===== src/rtl/id_decode_stage.sv =====
// Registered RV32I decode stage, producing end of the miniRV ALU control interface.
// Optional build macro ID_DECODE_ILLEGAL_EN adds the registered illegal_o flag.
module id_decode_stage #(
    parameter int XLEN  = 32,
    parameter int CNT_W = 32
) (
    input  logic             clk_i,
    input  logic             rst_n_i,
    input  logic             flush_i,
    input  logic             valid_i,
    output logic             ready_o,
    input  logic [31:0]      instr_i,
    input  logic [XLEN-1:0]  pc_i,
    output logic             valid_o,
    input  logic             ready_i,
    output logic [XLEN-1:0]  pc_o,
    output logic [5:0]       alu_op_o,
    output logic [1:0]       a_sel_o,
    output logic             b_sel_o,
    output logic [31:0]      imm_o,
    output logic [4:0]       rs1_o,
    output logic [4:0]       rs2_o,
    output logic [4:0]       rd_o,
    output logic             reg_we_o,
    output logic             mem_re_o,
    output logic             mem_we_o,
    output logic [2:0]       mem_size_o,
    output logic [2:0]       br_type_o,
    output logic [CNT_W-1:0] dec_cnt_o
`ifdef ID_DECODE_ILLEGAL_EN
    ,
    output logic             illegal_o
`endif
);

    localparam logic [6:0] OPC_LUI   = 7'b0110111;
    localparam logic [6:0] OPC_AUIPC = 7'b0010111;
    localparam logic [6:0] OPC_JAL   = 7'b1101111;
    localparam logic [6:0] OPC_JALR  = 7'b1100111;
    localparam logic [6:0] OPC_BR    = 7'b1100011;
    localparam logic [6:0] OPC_LOAD  = 7'b0000011;
    localparam logic [6:0] OPC_STORE = 7'b0100011;
    localparam logic [6:0] OPC_OPIMM = 7'b0010011;
    localparam logic [6:0] OPC_OP    = 7'b0110011;

    localparam logic [5:0] ALU_ADD  = 6'h10;
    localparam logic [5:0] ALU_SUB  = 6'h30;
    localparam logic [5:0] ALU_SLT  = 6'h28;
    localparam logic [5:0] ALU_SLTU = 6'h20;
    localparam logic [5:0] ALU_AND  = 6'h01;
    localparam logic [5:0] ALU_OR   = 6'h02;
    localparam logic [5:0] ALU_XOR  = 6'h03;
    localparam logic [5:0] ALU_SLL  = 6'h14;
    localparam logic [5:0] ALU_SRL  = 6'h04;
    localparam logic [5:0] ALU_SRA  = 6'h0C;

    typedef struct packed {
        logic [5:0]  alu_op;
        logic [1:0]  a_sel;
        logic        b_sel;
        logic [31:0] imm;
        logic [4:0]  rs1;
        logic [4:0]  rs2;
        logic [4:0]  rd;
        logic        reg_we;
        logic        mem_re;
        logic        mem_we;
        logic [2:0]  mem_size;
        logic [2:0]  br_type;
    } dec_t;

    function automatic logic [5:0] alu_base(input logic [2:0] f3);
        logic [5:0] op;
        case (f3)
            3'd0:    op = ALU_ADD;
            3'd1:    op = ALU_SLL;
            3'd2:    op = ALU_SLT;
            3'd3:    op = ALU_SLTU;
            3'd4:    op = ALU_XOR;
            3'd5:    op = ALU_SRL;
            3'd6:    op = ALU_OR;
            3'd7:    op = ALU_AND;
            default: op = ALU_ADD;
        endcase
        return op;
    endfunction

    logic [6:0]  w_opc;
    logic [2:0]  w_f3;
    logic [6:0]  w_f7;
    logic [31:0] w_imm_i, w_imm_s, w_imm_b, w_imm_u, w_imm_j, w_imm_sh;
    logic        w_legal;
    logic        w_ready;
    dec_t        w_dec;
    dec_t        w_bundle;

    logic            r_valid;
    logic [XLEN-1:0] r_pc;
    dec_t            r_bundle;
    logic [CNT_W-1:0] r_cnt;

    assign w_opc    = instr_i[6:0];
    assign w_f3     = instr_i[14:12];
    assign w_f7     = instr_i[31:25];
    assign w_imm_i  = {{20{instr_i[31]}}, instr_i[31:20]};
    assign w_imm_s  = {{20{instr_i[31]}}, instr_i[31:25], instr_i[11:7]};
    assign w_imm_b  = {{19{instr_i[31]}}, instr_i[31], instr_i[7], instr_i[30:25], instr_i[11:8], 1'b0};
    assign w_imm_u  = {instr_i[31:12], 12'h000};
    assign w_imm_j  = {{11{instr_i[31]}}, instr_i[31], instr_i[19:12], instr_i[20], instr_i[30:21], 1'b0};
    assign w_imm_sh = {27'd0, instr_i[24:20]};
    assign w_ready  = !r_valid || ready_i;

    // Field decode; unused register indices stay zero so rd=0 also gates writeback.
    always_comb begin
        w_dec        = '0;
        w_dec.alu_op = ALU_ADD;
        w_legal      = 1'b0;
        if (instr_i[1:0] == 2'b11) begin
            case (w_opc)
                OPC_LUI: begin
                    w_legal = 1'b1; w_dec.a_sel = 2'd2; w_dec.b_sel = 1'b1;
                    w_dec.imm = w_imm_u; w_dec.rd = instr_i[11:7];
                end
                OPC_AUIPC: begin
                    w_legal = 1'b1; w_dec.a_sel = 2'd1; w_dec.b_sel = 1'b1;
                    w_dec.imm = w_imm_u; w_dec.rd = instr_i[11:7];
                end
                OPC_JAL: begin
                    w_legal = 1'b1; w_dec.a_sel = 2'd1; w_dec.b_sel = 1'b1;
                    w_dec.imm = w_imm_j; w_dec.rd = instr_i[11:7]; w_dec.br_type = 3'd7;
                end
                OPC_JALR: begin
                    w_legal = (w_f3 == 3'd0); w_dec.b_sel = 1'b1; w_dec.imm = w_imm_i;
                    w_dec.rs1 = instr_i[19:15]; w_dec.rd = instr_i[11:7]; w_dec.br_type = 3'd7;
                end
                OPC_BR: begin
                    w_legal = 1'b1; w_dec.imm = w_imm_b;
                    w_dec.rs1 = instr_i[19:15]; w_dec.rs2 = instr_i[24:20];
                    case (w_f3)
                        3'd0:    begin w_dec.br_type = 3'd1; w_dec.alu_op = ALU_SUB;  end
                        3'd1:    begin w_dec.br_type = 3'd2; w_dec.alu_op = ALU_SUB;  end
                        3'd4:    begin w_dec.br_type = 3'd3; w_dec.alu_op = ALU_SLT;  end
                        3'd5:    begin w_dec.br_type = 3'd4; w_dec.alu_op = ALU_SLT;  end
                        3'd6:    begin w_dec.br_type = 3'd5; w_dec.alu_op = ALU_SLTU; end
                        3'd7:    begin w_dec.br_type = 3'd6; w_dec.alu_op = ALU_SLTU; end
                        default: w_legal = 1'b0;
                    endcase
                end
                OPC_LOAD: begin
                    w_legal = (w_f3 != 3'd3) && (w_f3 != 3'd6) && (w_f3 != 3'd7);
                    w_dec.b_sel = 1'b1; w_dec.imm = w_imm_i; w_dec.rs1 = instr_i[19:15];
                    w_dec.rd = instr_i[11:7]; w_dec.mem_re = 1'b1; w_dec.mem_size = w_f3;
                end
                OPC_STORE: begin
                    w_legal = (w_f3 <= 3'd2); w_dec.b_sel = 1'b1; w_dec.imm = w_imm_s;
                    w_dec.rs1 = instr_i[19:15]; w_dec.rs2 = instr_i[24:20];
                    w_dec.mem_we = 1'b1; w_dec.mem_size = w_f3;
                end
                OPC_OPIMM: begin
                    w_dec.b_sel = 1'b1; w_dec.rs1 = instr_i[19:15]; w_dec.rd = instr_i[11:7];
                    case (w_f3)
                        3'd1: begin
                            w_legal = (w_f7 == 7'h00); w_dec.alu_op = ALU_SLL; w_dec.imm = w_imm_sh;
                        end
                        3'd5: begin
                            w_legal = (w_f7 == 7'h00) || (w_f7 == 7'h20);
                            w_dec.alu_op = (w_f7 == 7'h20) ? ALU_SRA : ALU_SRL;
                            w_dec.imm = w_imm_sh;
                        end
                        default: begin
                            w_legal = 1'b1; w_dec.alu_op = alu_base(w_f3); w_dec.imm = w_imm_i;
                        end
                    endcase
                end
                OPC_OP: begin
                    w_dec.rs1 = instr_i[19:15]; w_dec.rs2 = instr_i[24:20]; w_dec.rd = instr_i[11:7];
                    case (w_f7)
                        7'h00: begin w_legal = 1'b1; w_dec.alu_op = alu_base(w_f3); end
                        7'h20: begin
                            w_legal = (w_f3 == 3'd0) || (w_f3 == 3'd5);
                            w_dec.alu_op = (w_f3 == 3'd5) ? ALU_SRA : ALU_SUB;
                        end
                        default: w_legal = 1'b0;
                    endcase
                end
                default: w_legal = 1'b0;
            endcase
        end else begin
            w_legal = 1'b0;
        end
        w_dec.reg_we = (w_dec.rd != 5'd0);
    end

    // Anything not recognised collapses to the NOP bundle.
    always_comb begin
        w_bundle = w_dec;
        if (w_legal) begin
            w_bundle = w_dec;
        end else begin
            w_bundle        = '0;
            w_bundle.alu_op = ALU_ADD;
        end
    end

    // Pipeline register: flush beats load, load beats drain, otherwise hold.
    always_ff @(posedge clk_i or negedge rst_n_i) begin
        if (!rst_n_i) begin
            r_valid  <= 1'b0;
            r_pc     <= '0;
            r_bundle <= '0;
        end else if (flush_i) begin
            r_valid  <= 1'b0;
        end else if (valid_i && w_ready) begin
            r_valid  <= 1'b1;
            r_pc     <= pc_i;
            r_bundle <= w_bundle;
        end else if (r_valid && ready_i) begin
            r_valid  <= 1'b0;
        end
    end

    // Counts every bundle EX takes, including one leaving in a flush cycle.
    always_ff @(posedge clk_i or negedge rst_n_i) begin
        if (!rst_n_i) begin
            r_cnt <= '0;
        end else if (r_valid && ready_i) begin
            r_cnt <= r_cnt + CNT_W'(1'b1);
        end
    end

`ifdef ID_DECODE_ILLEGAL_EN
    logic r_illegal;

    // Illegal flag travels with the bundle and is cleared by flush.
    always_ff @(posedge clk_i or negedge rst_n_i) begin
        if (!rst_n_i) begin
            r_illegal <= 1'b0;
        end else if (flush_i) begin
            r_illegal <= 1'b0;
        end else if (valid_i && w_ready) begin
            r_illegal <= !w_legal;
        end
    end

    assign illegal_o = r_illegal;
`endif

    assign ready_o    = w_ready;
    assign valid_o    = r_valid;
    assign pc_o       = r_pc;
    assign alu_op_o   = r_bundle.alu_op;
    assign a_sel_o    = r_bundle.a_sel;
    assign b_sel_o    = r_bundle.b_sel;
    assign imm_o      = r_bundle.imm;
    assign rs1_o      = r_bundle.rs1;
    assign rs2_o      = r_bundle.rs2;
    assign rd_o       = r_bundle.rd;
    assign reg_we_o   = r_bundle.reg_we;
    assign mem_re_o   = r_bundle.mem_re;
    assign mem_we_o   = r_bundle.mem_we;
    assign mem_size_o = r_bundle.mem_size;
    assign br_type_o  = r_bundle.br_type;
    assign dec_cnt_o  = r_cnt;

endmodule

===== config.mk =====
export PLATFORM = sky130hd
export DESIGN_NAME = id_decode_stage
export DESIGN_NICKNAME = d
export VERILOG_FILES = /design/src/rtl/id_decode_stage.sv
export SDC_FILE = /design/constraint.sdc
export NUM_CORES = 1
export LEC_CHECK = 0
export CAP_MARGIN = 20
export CORE_UTILIZATION = 50
export DETAILED_ROUTE_END_ITERATION = 10
export PLACE_DENSITY = 0.86
export SYNTH_ARGS = -nofsm -noshare
export SYNTH_HDL_FRONTEND = slang
export SYNTH_SLANG_ARGS = --single-unit

===== constraint.sdc =====
create_clock -name clk_i -period 4.1 [get_ports clk_i]
set_input_delay 0.41 -clock clk_i [delete_from_list [all_inputs] [get_ports clk_i]]
set_output_delay 0.41 -clock clk_i [all_outputs]
set_load 0.02 [all_outputs]

# [Word level (Yosys, flattened, before mapping)]
# Memories as Yosys holds them, arrays and structs flattened.
# Index checks and enable logic that the tools add are counted.
[classes] bitwise=1 n_reduce_logical=28 n_mux=29 n_addsub=1 eq_ne=19 magnitude_cmp=1
[ops] cell="one-hot mux 32 bit (6 select lines)" count=1
[ops] cell="2-to-1 mux 65 bit" count=1
[ops] cell="2-to-1 mux 56 bit" count=1
[ops] cell="one-hot mux 6 bit (3 select lines)" count=2
[ops] cell="adder 32 x 1 -> 32 bit, second input constant" count=1
[ops] cell="2-to-1 mux 32 bit" count=1
[ops] cell="== test 7 x 6 -> 1 bit, second input constant" count=4
[ops] cell="one-hot mux 6 bit (2 select lines)" count=2
[ops] cell="== test 7 bit, second input constant" count=3
[ops] cell="one-hot mux 3 bit (6 select lines)" count=1
[ops] cell="OR reduction 2 bit" count=9
[ops] cell="2-to-1 mux 5 bit" count=3
[ops] cell="== test 7 x 5 -> 1 bit, second input constant" count=2
[ops] cell="OR reduction 7 bit" count=2
[ops] cell="== test 3 bit, second input constant" count=4
[ops] cell="OR reduction 6 bit" count=2
[ops] cell="2-to-1 mux 1 bit" count=8
[ops] cell="2-to-1 mux 8 bit" count=1
[ops] cell="== test 7 x 2 -> 1 bit, second input constant" count=1
[ops] cell="zero test 7 bit" count=1
[ops] cell="one-hot mux 1 bit (7 select lines)" count=1
[ops] cell="2-to-1 mux 6 bit" count=1
[ops] cell="!= test 3 bit, second input constant" count=2
[ops] cell="one-hot mux 3 bit (2 select lines)" count=1
[ops] cell="other kinds (17)" count=24
[word_totals] output_inout_bits=131 in_bits=69 n_memories=2 romBits=96 register_bits=130
[memory_table] memory="(no name shown)" depth=8 width=6 read_ports=1 rd_ports_with_merged_regs=0 write_ports=0 line="74" text="case (f3)"
[memory_table] memory="(no name shown)" depth=8 width=6 read_ports=1 rd_ports_with_merged_regs=0 write_ports=0 line="74"

# [Depth between registers and ports, before layout]
# Gate-level depths: netlist of the first run.
[depth] ltp_word=7 ltp_mapped=10 mapped_depth_nobuf=7

# [Worst setup path before layout of the first run]
# Ideal clock, no wire load.
[synth_timing] path_type="in2reg" start="input instr_i[13]" end="register r_bundle, in the netlist imm_o[13]" path_slack_ns=1.744 path_stages=10 t_arrival_ns=2.235 path_cell_list="inv_1 ha_1 clkbuf_1 a21bo_2 o21ai_0 o31ai_4 or3_1 buf_6 buf_8 a32o_1"
[synth_via] elab_chain_len=6 elab_cells_between_ends=24 classes_between="1 x order compare; 8 x eq/ne; 9 x mux; 6 x reduce/logical"
[synth_lines] element="start: declaration" line="12" text="input logic [31:0] instr_i,"
[synth_lines] element="== test 3 bit (tied with other cells)" line="139, 161, 180"
[synth_lines] element="OR reduction 6 bit (no line) (tied with other cells)"
[synth_lines] element="2-to-1 mux 1 bit (tied with other cells)" line="139" text="case (w_f3)"
[synth_lines] element="one-hot mux 1 bit (7 select lines) / one-hot mux 32 bit (6 select lines) (equally long branches)" line="119" text="case (w_opc)"
[synth_lines] element="2-to-1 mux 1 bit / 2-to-1 mux 56 bit (equally long branches)" line="118" text="if (instr_i[1:0] == 2'b11) begin"
[synth_lines] element="2-to-1 mux 65 bit *" line="197" text="if (w_legal) begin"
[synth_lines] element="end signal: assignment" line="216" text="r_bundle <= w_bundle;"
[synth_lines] element="end: declaration" line="99" text="dec_t r_bundle;"
# Every way passes the cells marked *; elsewhere a longest branch is shown, timed or not.
# A chain may end at the register's enable or synchronous reset.

# [Worst setup path in the final report of the first run]
[layout_timing] start="input instr_i[2]" end="register r_bundle, in the netlist mem_size_o[2]"
[layout_via] elab_chain_len=5 elab_cells_between_ends=16 classes_between="9 x eq/ne; 5 x mux; 2 x reduce/logical"
[layout_lines] element="== test 7 bit (tied with other cells)" line="119"
[layout_lines] element="OR reduction 3 bit (no line) / OR reduction 2 bit (equally long branches)"
[layout_lines] element="one-hot mux 1 bit (7 select lines) / 2-to-1 mux 3 bit (equally long branches)" line="119"
[layout_lines] element="2-to-1 mux 1 bit / 2-to-1 mux 8 bit (equally long branches)" line="118"
[layout_lines] element="2-to-1 mux 65 bit *" line="197"
# Marks and branches as above.

==> load_flow_metrics.sql, run 1 <==
INSERT INTO impl_metrics (metric_group, metric, value, unit) VALUES
('die', 'core_area', '12000', 'um^2'),
('grt', 'antenna_found_initial', '0', ''),
('drt', 'via_to_cell_ratio', '5.85', ''),
('pwr', 'total_leakage_power', '3.97', 'nW'),
('hold_path', 'holdCritPathClass', 'in2async', ''),
('die', 'fp.dieArea', '12700', 'um^2'),
('timing', 'slew_limit_fails', '0', ''),
('finish', 'antenna_cells_inserted', '0', ''),
('grt', 'maximum_number_of_pins_on_one_net_before_global_route_repair', '103', ''),
('finish', 'utilization', '73.2', '%'),
('die', 'initial_utilization', '51.2', '%'),
('critical_path', 'worstPathCellList', 'clkdlybuf4s50_1 > nand4bb_1 > a2111oi_0 > a221o_1 > or3_1 > a32o_1', ''),
('grt', 'global_route.overflow_total', '0', ''),
('place', 'gp_congestion', '0.916', ''),
('clock_tree', 'h-tree-depth', '4', ''),
('grt', 'grt_first_pass_wirelength', '28300', 'um'),
('critical_path', 'worst-r2r-setup-slack', '1570', 'ps'),
('clock_tree', 'clock_latency', '420', 'ps'),
('clock_tree', 'cts_buffers', '17', ''),
('synth', 'synth-edff-count', '0', ''),
('die', 'placementRows', '40', ''),
('critical_path', 'worstPathArrival', '3530', 'ps'),
('place', 'placement.io_buffers', '199', ''),
('critical_path', 'max_stage_delay_cell_worst_path', 'sky130_fd_sc_hd__or3_1', ''),
('finish', 'share_of_cells_above_drive_strength_1', '6.55', '%'),
('run_status', 'run_status', 'complete, no violations', ''),
('timing', 'totalNegativeSetupSlack', '0', 'ps'),
('clock_tree', 'cts-root-to-sink-buffers', '2', ''),
('clock_tree', 'postCtsSetupBuffers', '0', ''),
('flow_run', 'maxCapViolCount', '0', ''),
('timing', 'finalCritPeriodShare', '77.6', '%'),
('clock_tree', 'ctsHoldBuffers', '0', ''),
('timing', 'setup_viol', '0', ''),
('clock_tree', 'clock_tree.root_cell', 'sky130_fd_sc_hd__clkbuf_16', ''),
('drt', 'vias', '5676', ''),
('finish', 'n_fill_cell', '856', ''),
('synth', 'synth_seq_area_share', '53.2', '%'),
('timing', 'timing.max_slew.rel_slack', '23.4', '%'),
('clock_tree', 'tritoncts', 'built', ''),
('timing', 'achievable_clock_frequency', '314', 'MHz'),
('finish', 'num-nets-final', '886', ''),
('synth', 'syn_area', '6120', 'um^2'),
('die', 'die_y', '113', 'um'),
('synth', 'ys_seq_elements', '130', ''),
('synth', 'synth_nets', '694', ''),
('synth', 'synth-async-reset-ratio', '100', '%'),
('clock_tree', 'cts_resized', '0', ''),
('drt', 'route.final.wire_length', '17700', 'um'),
('place', 'place_hpwl', '12600', 'um'),
('timing', 'skew', '5.92', 'ps'),
('critical_path', 'slowest_delay', '830', 'ps'),
('critical_path', 'end_kind', 'register', ''),
('timing', 'hold_violations', '0', ''),
('clock_tree', 'clock_sinks', '130', ''),
('pwr', 'total_power', '3.35', 'mW'),
('clock_tree', 'clk_pin_slew_worst_paths', '50', 'ps'),
('synth', 'synthFlopType', 'sky130_fd_sc_hd__dfrtp_1', ''),
('critical_path', 'crit_fanout', '28', ''),
('grt', 'grt.total_usage', '29.0', '%'),
('drt', 'detail-route-antenna-nets', '0', ''),
('finish', 'area.growth.synth_to_final', '43.2', '%'),
('drt', 'avgRoutedWirePerCell', '18.2', 'um'),
('die', 'boundaryPins', '200', ''),
('drt', 'drt_pre_antenna_iters', '5', ''),
('grt', 'grt_pass1_vias', '5590', ''),
('synth', 'count_of_distinct_cell_types_in_the_synthesized_netlist', '59', ''),
('die', 'floorplan.die.width', '113', 'um'),
('timing', 'time_the_worst_path_needs_with_i_o_delays_and_setup', '3180', 'ps'),
('critical_path', 'critical_path_required', '4450', 'ps'),
('synth', 'netlist_instances', '620', ''),
('drt', 'drc_errors', '0', ''),
('synth', 'synthesis.area_per_instance', '9.87', 'um^2'),
('drt', 'detail_route.iter0.violations', '502', ''),
('timing', 'rsz0062_at_grt', 'no', ''),
('synth', 'synth_warnings', '0', ''),
('pwr', 'pwr_density_cell', '382', 'nW/um^2'),
('critical_path', 'cp-start-kind', 'primary input', ''),
('timing', 'worstMarginPinSlew', '1140', 'ps'),
('pwr', 'irDropWorstVdd', '0.000262', 'V'),
('critical_path', 'setup.worst_path.class', 'in2reg', '');
layout by cell type (no fill, tap or decap), types with 6 or more instances in the layout:
master                            count
sky130_fd_sc_hd__nand2_1            147
sky130_fd_sc_hd__inv_1               14
sky130_fd_sc_hd__clkbuf_16           17
sky130_fd_sc_hd__a21oi_1             12
sky130_fd_sc_hd__a21o_1              21
sky130_fd_sc_hd__nand4_1             10
sky130_fd_sc_hd__clkdlybuf4s50_1    198
sky130_fd_sc_hd__dfrtp_1            130
sky130_fd_sc_hd__nor4_1               7
sky130_fd_sc_hd__nor3_1              15
sky130_fd_sc_hd__o21ai_0             27
sky130_fd_sc_hd__nand3_1             29
sky130_fd_sc_hd__nor2b_1              6
sky130_fd_sc_hd__o41ai_1              6
sky130_fd_sc_hd__a22o_1               6
sky130_fd_sc_hd__xnor2_1             25
sky130_fd_sc_hd__a32o_1              30
sky130_fd_sc_hd__and3_1               8
sky130_fd_sc_hd__xor2_1               6
sky130_fd_sc_hd__clkbuf_8             6
sky130_fd_sc_hd__nor2_1              19
sky130_fd_sc_hd__buf_4               12
flip-flops by register name, indices dropped and copies added (netlist names), 3 cells and up:
signal and flops:
imm_o 32, alu_op_o 6, rs1_o 5, br_type_o 3, mem_size_o 3, rd_o 5, pc_o 32, dec_cnt_o 32
rs2_o 5
cells in the mapped netlist (8+ instances only):
cell type | instances | area [um^2]
sky130_fd_sc_hd__dfrtp_1 | 130 | 3250
sky130_fd_sc_hd__nor2_1 | 19 | 71.3
sky130_fd_sc_hd__xnor2_1 | 25 | 219
sky130_fd_sc_hd__a32o_1 | 30 | 300
sky130_fd_sc_hd__inv_1 | 14 | 52.6
sky130_fd_sc_hd__a21o_1 | 21 | 158
sky130_fd_sc_hd__nand3_1 | 29 | 145
sky130_fd_sc_hd__nand4_1 | 10 | 62.6
sky130_fd_sc_hd__nand2_1 | 147 | 552
sky130_fd_sc_hd__nor3_1 | 15 | 75.1
sky130_fd_sc_hd__o21ai_0 | 27 | 135
sky130_fd_sc_hd__clkbuf_1 | 30 | 113
sky130_fd_sc_hd__a21oi_1 | 13 | 65.1
sky130_fd_sc_hd__nor4_1 | 8 | 50.1
sky130_fd_sc_hd__and3_1 | 8 | 50.1
layer usage:
layer  vias to the layer above  share of wire (%)  global-route usage (%)
met5                         -                  0                       0
met2                       290                 49                    47.3
li1                       2587                  -                       -
met1                      2765                 41                    36.5
met3                        34                8.0                    8.37
met4                         0                1.8                    11.1
kinds of logic after synthesis:
group	share of synthesized area, %
xor gates and xnor gates	4.44
adders and majority gates	1.02
buffers and inverters	3.91
and+or+nand+nor	20.3
AOI/OAI and AO/OA	16.8
muxes	0.348
DFF	53.2
worst max-delay path, delay by kind of cell:
| kind | cells | cell delay (ps) |
|---|---|---|
| buffers and inverters | 1 | 590 |
| AND/OR/NAND/NOR | 2 | 1330 |
| AO/OA/AOI/OAI | 3 | 1190 |
per-stage QoR:
step                      hold slack [ps]  instances  setup slack [ps]  area [um^2]
after floorplan                       114        620              1740         6120
after global placement                450        938               750         8200
after detailed placement              458        939               610         8210
after CTS                            18.2        970              1030         8750
after global routing                 38.7        971               773         8760
final                                5.47        971               917         8760
where the power goes:
| group | internal, mW | switching (mW) | total (mW) |
|---|---|---|---|
| sequential | 1.36 | 0.0626 | 1.42 |
| combinational | 0.250 | 0.296 | 0.546 |
| clock | 0.860 | 0.524 | 1.38 |
final cells by class:
| cell class | count | area (um^2) | share of cell area (%) |
|---|---|---|---|
| sequential | 130 | 3250 | 37.1 |
| multi-input combinational | 437 | 2640 | 30.2 |
| timing repair buffer | 212 | 2080 | 23.8 |
| clock buffer | 26 | 519 | 5.93 |
| tap | 147 | 184 | 2.10 |
| inverter | 14 | 52.6 | 0.600 |
| clock inverter | 5 | 25.0 | 0.286 |
worst paths after layout:
path,from,to,cells past startpoint
setup / recovery,instr_i[2],mem_size_o[2],6
hold / removal,rst_n_i,pc_o[31],1
setup reg to reg,dec_cnt_o[7],dec_cnt_o[20],5
hold reg to reg,rs1_o[4],rs1_o[4],2
max in group asynchronous,rst_n_i,imm_o[23],2
min in group clk_i,rs1_o[4],rs1_o[4],2
No activity file was read; power rests on OpenSTA's default activity.
==> run 2, diff against run 1 <==
--- a/config.mk
+++ b/config.mk
@@ -6,9 +6,9 @@
 export NUM_CORES = 1
 export LEC_CHECK = 0
 export CAP_MARGIN = 20
-export CORE_UTILIZATION = 50
+export CORE_UTILIZATION = 42
 export DETAILED_ROUTE_END_ITERATION = 10
-export PLACE_DENSITY = 0.86
+export PLACE_DENSITY = 0.77
 export SYNTH_ARGS = -nofsm -noshare
 export SYNTH_HDL_FRONTEND = slang
 export SYNTH_SLANG_ARGS = --single-unit
==> constraint.sdc (replaced) <==
create_clock -name clk_i -period 2.6 [get_ports clk_i]
set_input_delay 0.26 -clock clk_i [delete_from_list [all_inputs] [get_ports clk_i]]
set_output_delay 0.26 -clock clk_i [all_outputs]
set_load 0.02 [all_outputs]
==> run 2 against run 1 <==
  * Total power is 78% higher
  * Critical path depth is 4 higher
  * Count of clock-buffer cells in the layout is 9 lower
  * Non-clock buffer count is 59 higher
  * Register-to-register slack worse by 1100 ps
  * Utilization is 5.9 points lower
  * Sequential share of layout area is 2.7 points lower
  * Clock skew is 0.86 ps lower
  * Final cell count is 9.6% higher
  * Combinational power is 70% higher
  * Final area is 7.9% higher
  * Critical path type unchanged
  * Critical endpoint is now rd_o[0]
  * Largest cell class unchanged
==> load_flow_metrics.sql, run 2 (synthesis gave the netlist of run 1 again) <==
INSERT INTO impl_metrics (metric_group, metric, value, unit) VALUES
('timing', 'time_the_worst_path_needs_with_i_o_delays_and_setup', '2430', 'ps'),
('critical_path', 'slowest_delay', '670', 'ps'),
('critical_path', 'worstPathArrival', '2730', 'ps'),
('place', 'place_hpwl', '14000', 'um'),
('hold_path', 'timing.hold.worst_path_depth', '3', ''),
('clock_tree', 'cts-root-to-sink-buffers', '2', ''),
('finish', 'fin_area', '9450', 'um^2'),
('critical_path', 'cp_num_buf_inv', '4', ''),
('drt', 'avgRoutedWirePerCell', '18.0', 'um'),
('finish', 'utilization', '67.3', '%'),
('pwr', 'power_switching_share', '24.8', '%'),
('timing', 'slew_limit_fails', '0', ''),
('drt', 'vias', '5929', ''),
('clock_tree', 'cts_buffers', '17', ''),
('flow_run', 'maxCapViolCount', '0', ''),
('timing', 'hold_violations', '0', ''),
('timing', 'rsz0062_at_grt', 'no', ''),
('critical_path', 'cp-start-kind', 'primary input', ''),
('clock_tree', 'clock_sinks', '130', ''),
('pwr', 'share_of_total_power_in_the_clock_network', '46.7', '%'),
('grt', 'grt_first_pass_wirelength', '30900', 'um'),
('finish', 'num-nets-final', '945', ''),
('grt', 'antenna_found_initial', '0', ''),
('critical_path', 'cp_num_cells', '10', ''),
('die', 'fp.dieArea', '15100', 'um^2'),
('clock_tree', 'clk_pin_slew_worst_paths', '60', 'ps'),
('place', 'gp_congestion', '0.901', ''),
('die', 'floorplan.die.width', '123', 'um'),
('critical_path', 'crit_fanout', '9', ''),
('drt', 'via_to_cell_ratio', '5.57', ''),
('pwr', 'internal_power', '4.47', 'mW'),
('timing', 'setup_viol', '0', ''),
('hold_path', 'holdCritPathClass', 'in2reg', ''),
('die', 'placementRows', '43', ''),
('place', 'placed_area', '8730', 'um^2'),
('finish', 'most_frequent_standard_cell_in_the_layout_excluding_fill_and_tap_cells', 'sky130_fd_sc_hd__clkdlybuf4s50_1', ''),
('critical_path', 'critical_path_required', '2890', 'ps'),
('timing', 'timing.max_slew.rel_slack', '47.2', '%'),
('critical_path', 'critical-path-top-delay-family', 'buffers and inverters', ''),
('drt', 'route.final.wire_length', '19100', 'um'),
('critical_path', 'cp_common_cell', 'sky130_fd_sc_hd__o21ai_0', ''),
('critical_path', 'end_kind', 'register', ''),
('pwr', 'switchingPower', '1.47', 'mW'),
('die', 'die_y', '123', 'um'),
('timing', 'worstMarginPinSlew', '784', 'ps'),
('place', 'placement.io_buffers', '199', ''),
('critical_path', 'max_stage_delay_cell_worst_path', 'sky130_fd_sc_hd__nor3_2', ''),
('drt', 'detail_route.iter0.violations', '379', ''),
('critical_path', 'setup.worst_path.class', 'in2reg', ''),
('clock_tree', 'clock_latency', '420', 'ps'),
('drt', 'drt_pre_antenna_iters', '5', ''),
('finish', 'layout_common_cells', 'sky130_fd_sc_hd__clkdlybuf4s50_1 (198), sky130_fd_sc_hd__nand2_1 (147), sky130_fd_sc_hd__dfrtp_1 (130)', ''),
('drt', 'detail-route-antenna-nets', '0', ''),
('timing', 'skew', '5.05', 'ps'),
('grt', 'grt.total_usage', '26.8', '%'),
('grt', 'global_route.overflow_total', '0', ''),
('pwr', 'total_leakage_power', '4.33', 'nW'),
('finish', 'antenna_cells_inserted', '0', ''),
('die', 'initial_utilization', '43.6', '%'),
('die', 'core_area', '14000', 'um^2'),
('clock_tree', 'h-tree-depth', '4', ''),
('pwr', 'irDropWorstVdd', '0.000430', 'V'),
('pwr', 'share_seq_of_total_power', '37.7', '%'),
('die', 'boundaryPins', '200', ''),
('clock_tree', 'clock_tree.root_cell', 'sky130_fd_sc_hd__clkbuf_16', ''),
('finish', 'share_of_cells_above_drive_strength_1', '13.1', '%'),
('clock_tree', 'tritoncts', 'built', ''),
('grt', 'grt_pass1_vias', '6008', ''),
('critical_path', 'timing.reg2reg.worst_path_depth', '6', ''),
('timing', 'finalCritPeriodShare', '93.6', '%'),
('timing', 'achievable_clock_frequency', '411', 'MHz'),
('pwr', 'combinational_power_share', '15.6', '%'),
('pwr', 'pwr_density_cell', '629', 'nW/um^2'),
('critical_path', 'worstPathCellList', 'clkdlybuf4s50_1 > inv_1 > ha_1 > a21bo_2 > o21ai_0 > buf_4 > o31ai_4 > nor3_2 > buf_12 > o21ai_0', ''),
('finish', 'area.growth.synth_to_final', '54.4', '%'),
('drt', 'drc_errors', '0', ''),
('grt', 'maximum_number_of_pins_on_one_net_before_global_route_repair', '47', ''),
('run_status', 'run_status', 'complete, no violations', '');
-- run 2: cell count changes in the layout (fill, tap and decap cells not counted), moves of 2 or more --
cell                         change
sky130_fd_sc_hd__buf_4          +55
sky130_fd_sc_hd__bufinv_16       +7
sky130_fd_sc_hd__clkbuf_8        -6
sky130_fd_sc_hd__buf_12          +4
sky130_fd_sc_hd__clkbuf_1        -3
sky130_fd_sc_hd__clkinv_4        +2
sky130_fd_sc_hd__clkinvlp_4      +2
-- run 2: power groups by stage --
stage	Clock, mW	Sequential (mW)	Combinational (mW)
after detailed placement	0	2.27	0.926
after global routing	2.92	2.26	1.00
after floorplan	0	2.40	0.255
after CTS	2.82	2.24	0.933
after global placement	0	2.27	0.910
final	2.78	2.24	0.927
-- run 2: area by class of cell --
type                    instances  area, um^2
clock buffers                  17         425
clock inverters                15         263
flip-flops and latches        130        3250
repair buffers                271        2590
fillers                      1111        4590
inverters                      14        52.6
well taps                     180         225
multi-input cells             437        2640
-- run 2: layer usage --
metal | track usage (%) | routed length [um]
met2 | 43.2 | 9180
met5 | 0 | 0
met4 | 7.62 | 303
met3 | 7.62 | 1520
met1 | 35.0 | 8110
-- run 2: path summary, 6_finish.rpt --
kind	slack, ps	to	start
worst min-delay path	380	pc_o[26]	pc_i[26]
worst max register to register	440	rs1_o[2]	valid_o
min in group asynchronous	400	pc_o[9]	rst_n_i
max in group asynchronous	1450	pc_o[15]	rst_n_i
worst max-delay path	170	rd_o[0]	instr_i[13]
worst min register to register	470	dec_cnt_o[31]	dec_cnt_o[31]
-- run 2: what timing repair did --
item / in CTS / in global routing
hold endpoints to repair: 43 / 0
buffers inserted: 0 / 0
setup endpoints to repair: 0 / 0
hold buffers: 1 / 0
resized for setup: 0 / 0
-- run 2: through the flow --
stage          hold slack (ps)  TNS (ps)  instances  total power, mW  setup slack, ps
3_3_place_gp               293     -6180       1029             3.18             -159
5_1_grt                    370         0       1064             6.18             72.7
4_1_cts                    361         0       1062             5.99              177
3_5_place_dp               301     -9690       1029             3.20             -268
6_report                   376         0       1064             5.95              166
2_1_floorplan            -35.6         0        620             2.65              394
-- run 2: worst min-delay path: stages --
cell and delay (ps):
sky130_fd_sc_hd__clkdlybuf4s50_1 400, sky130_fd_sc_hd__nand2_1 50, sky130_fd_sc_hd__nand2_1 40
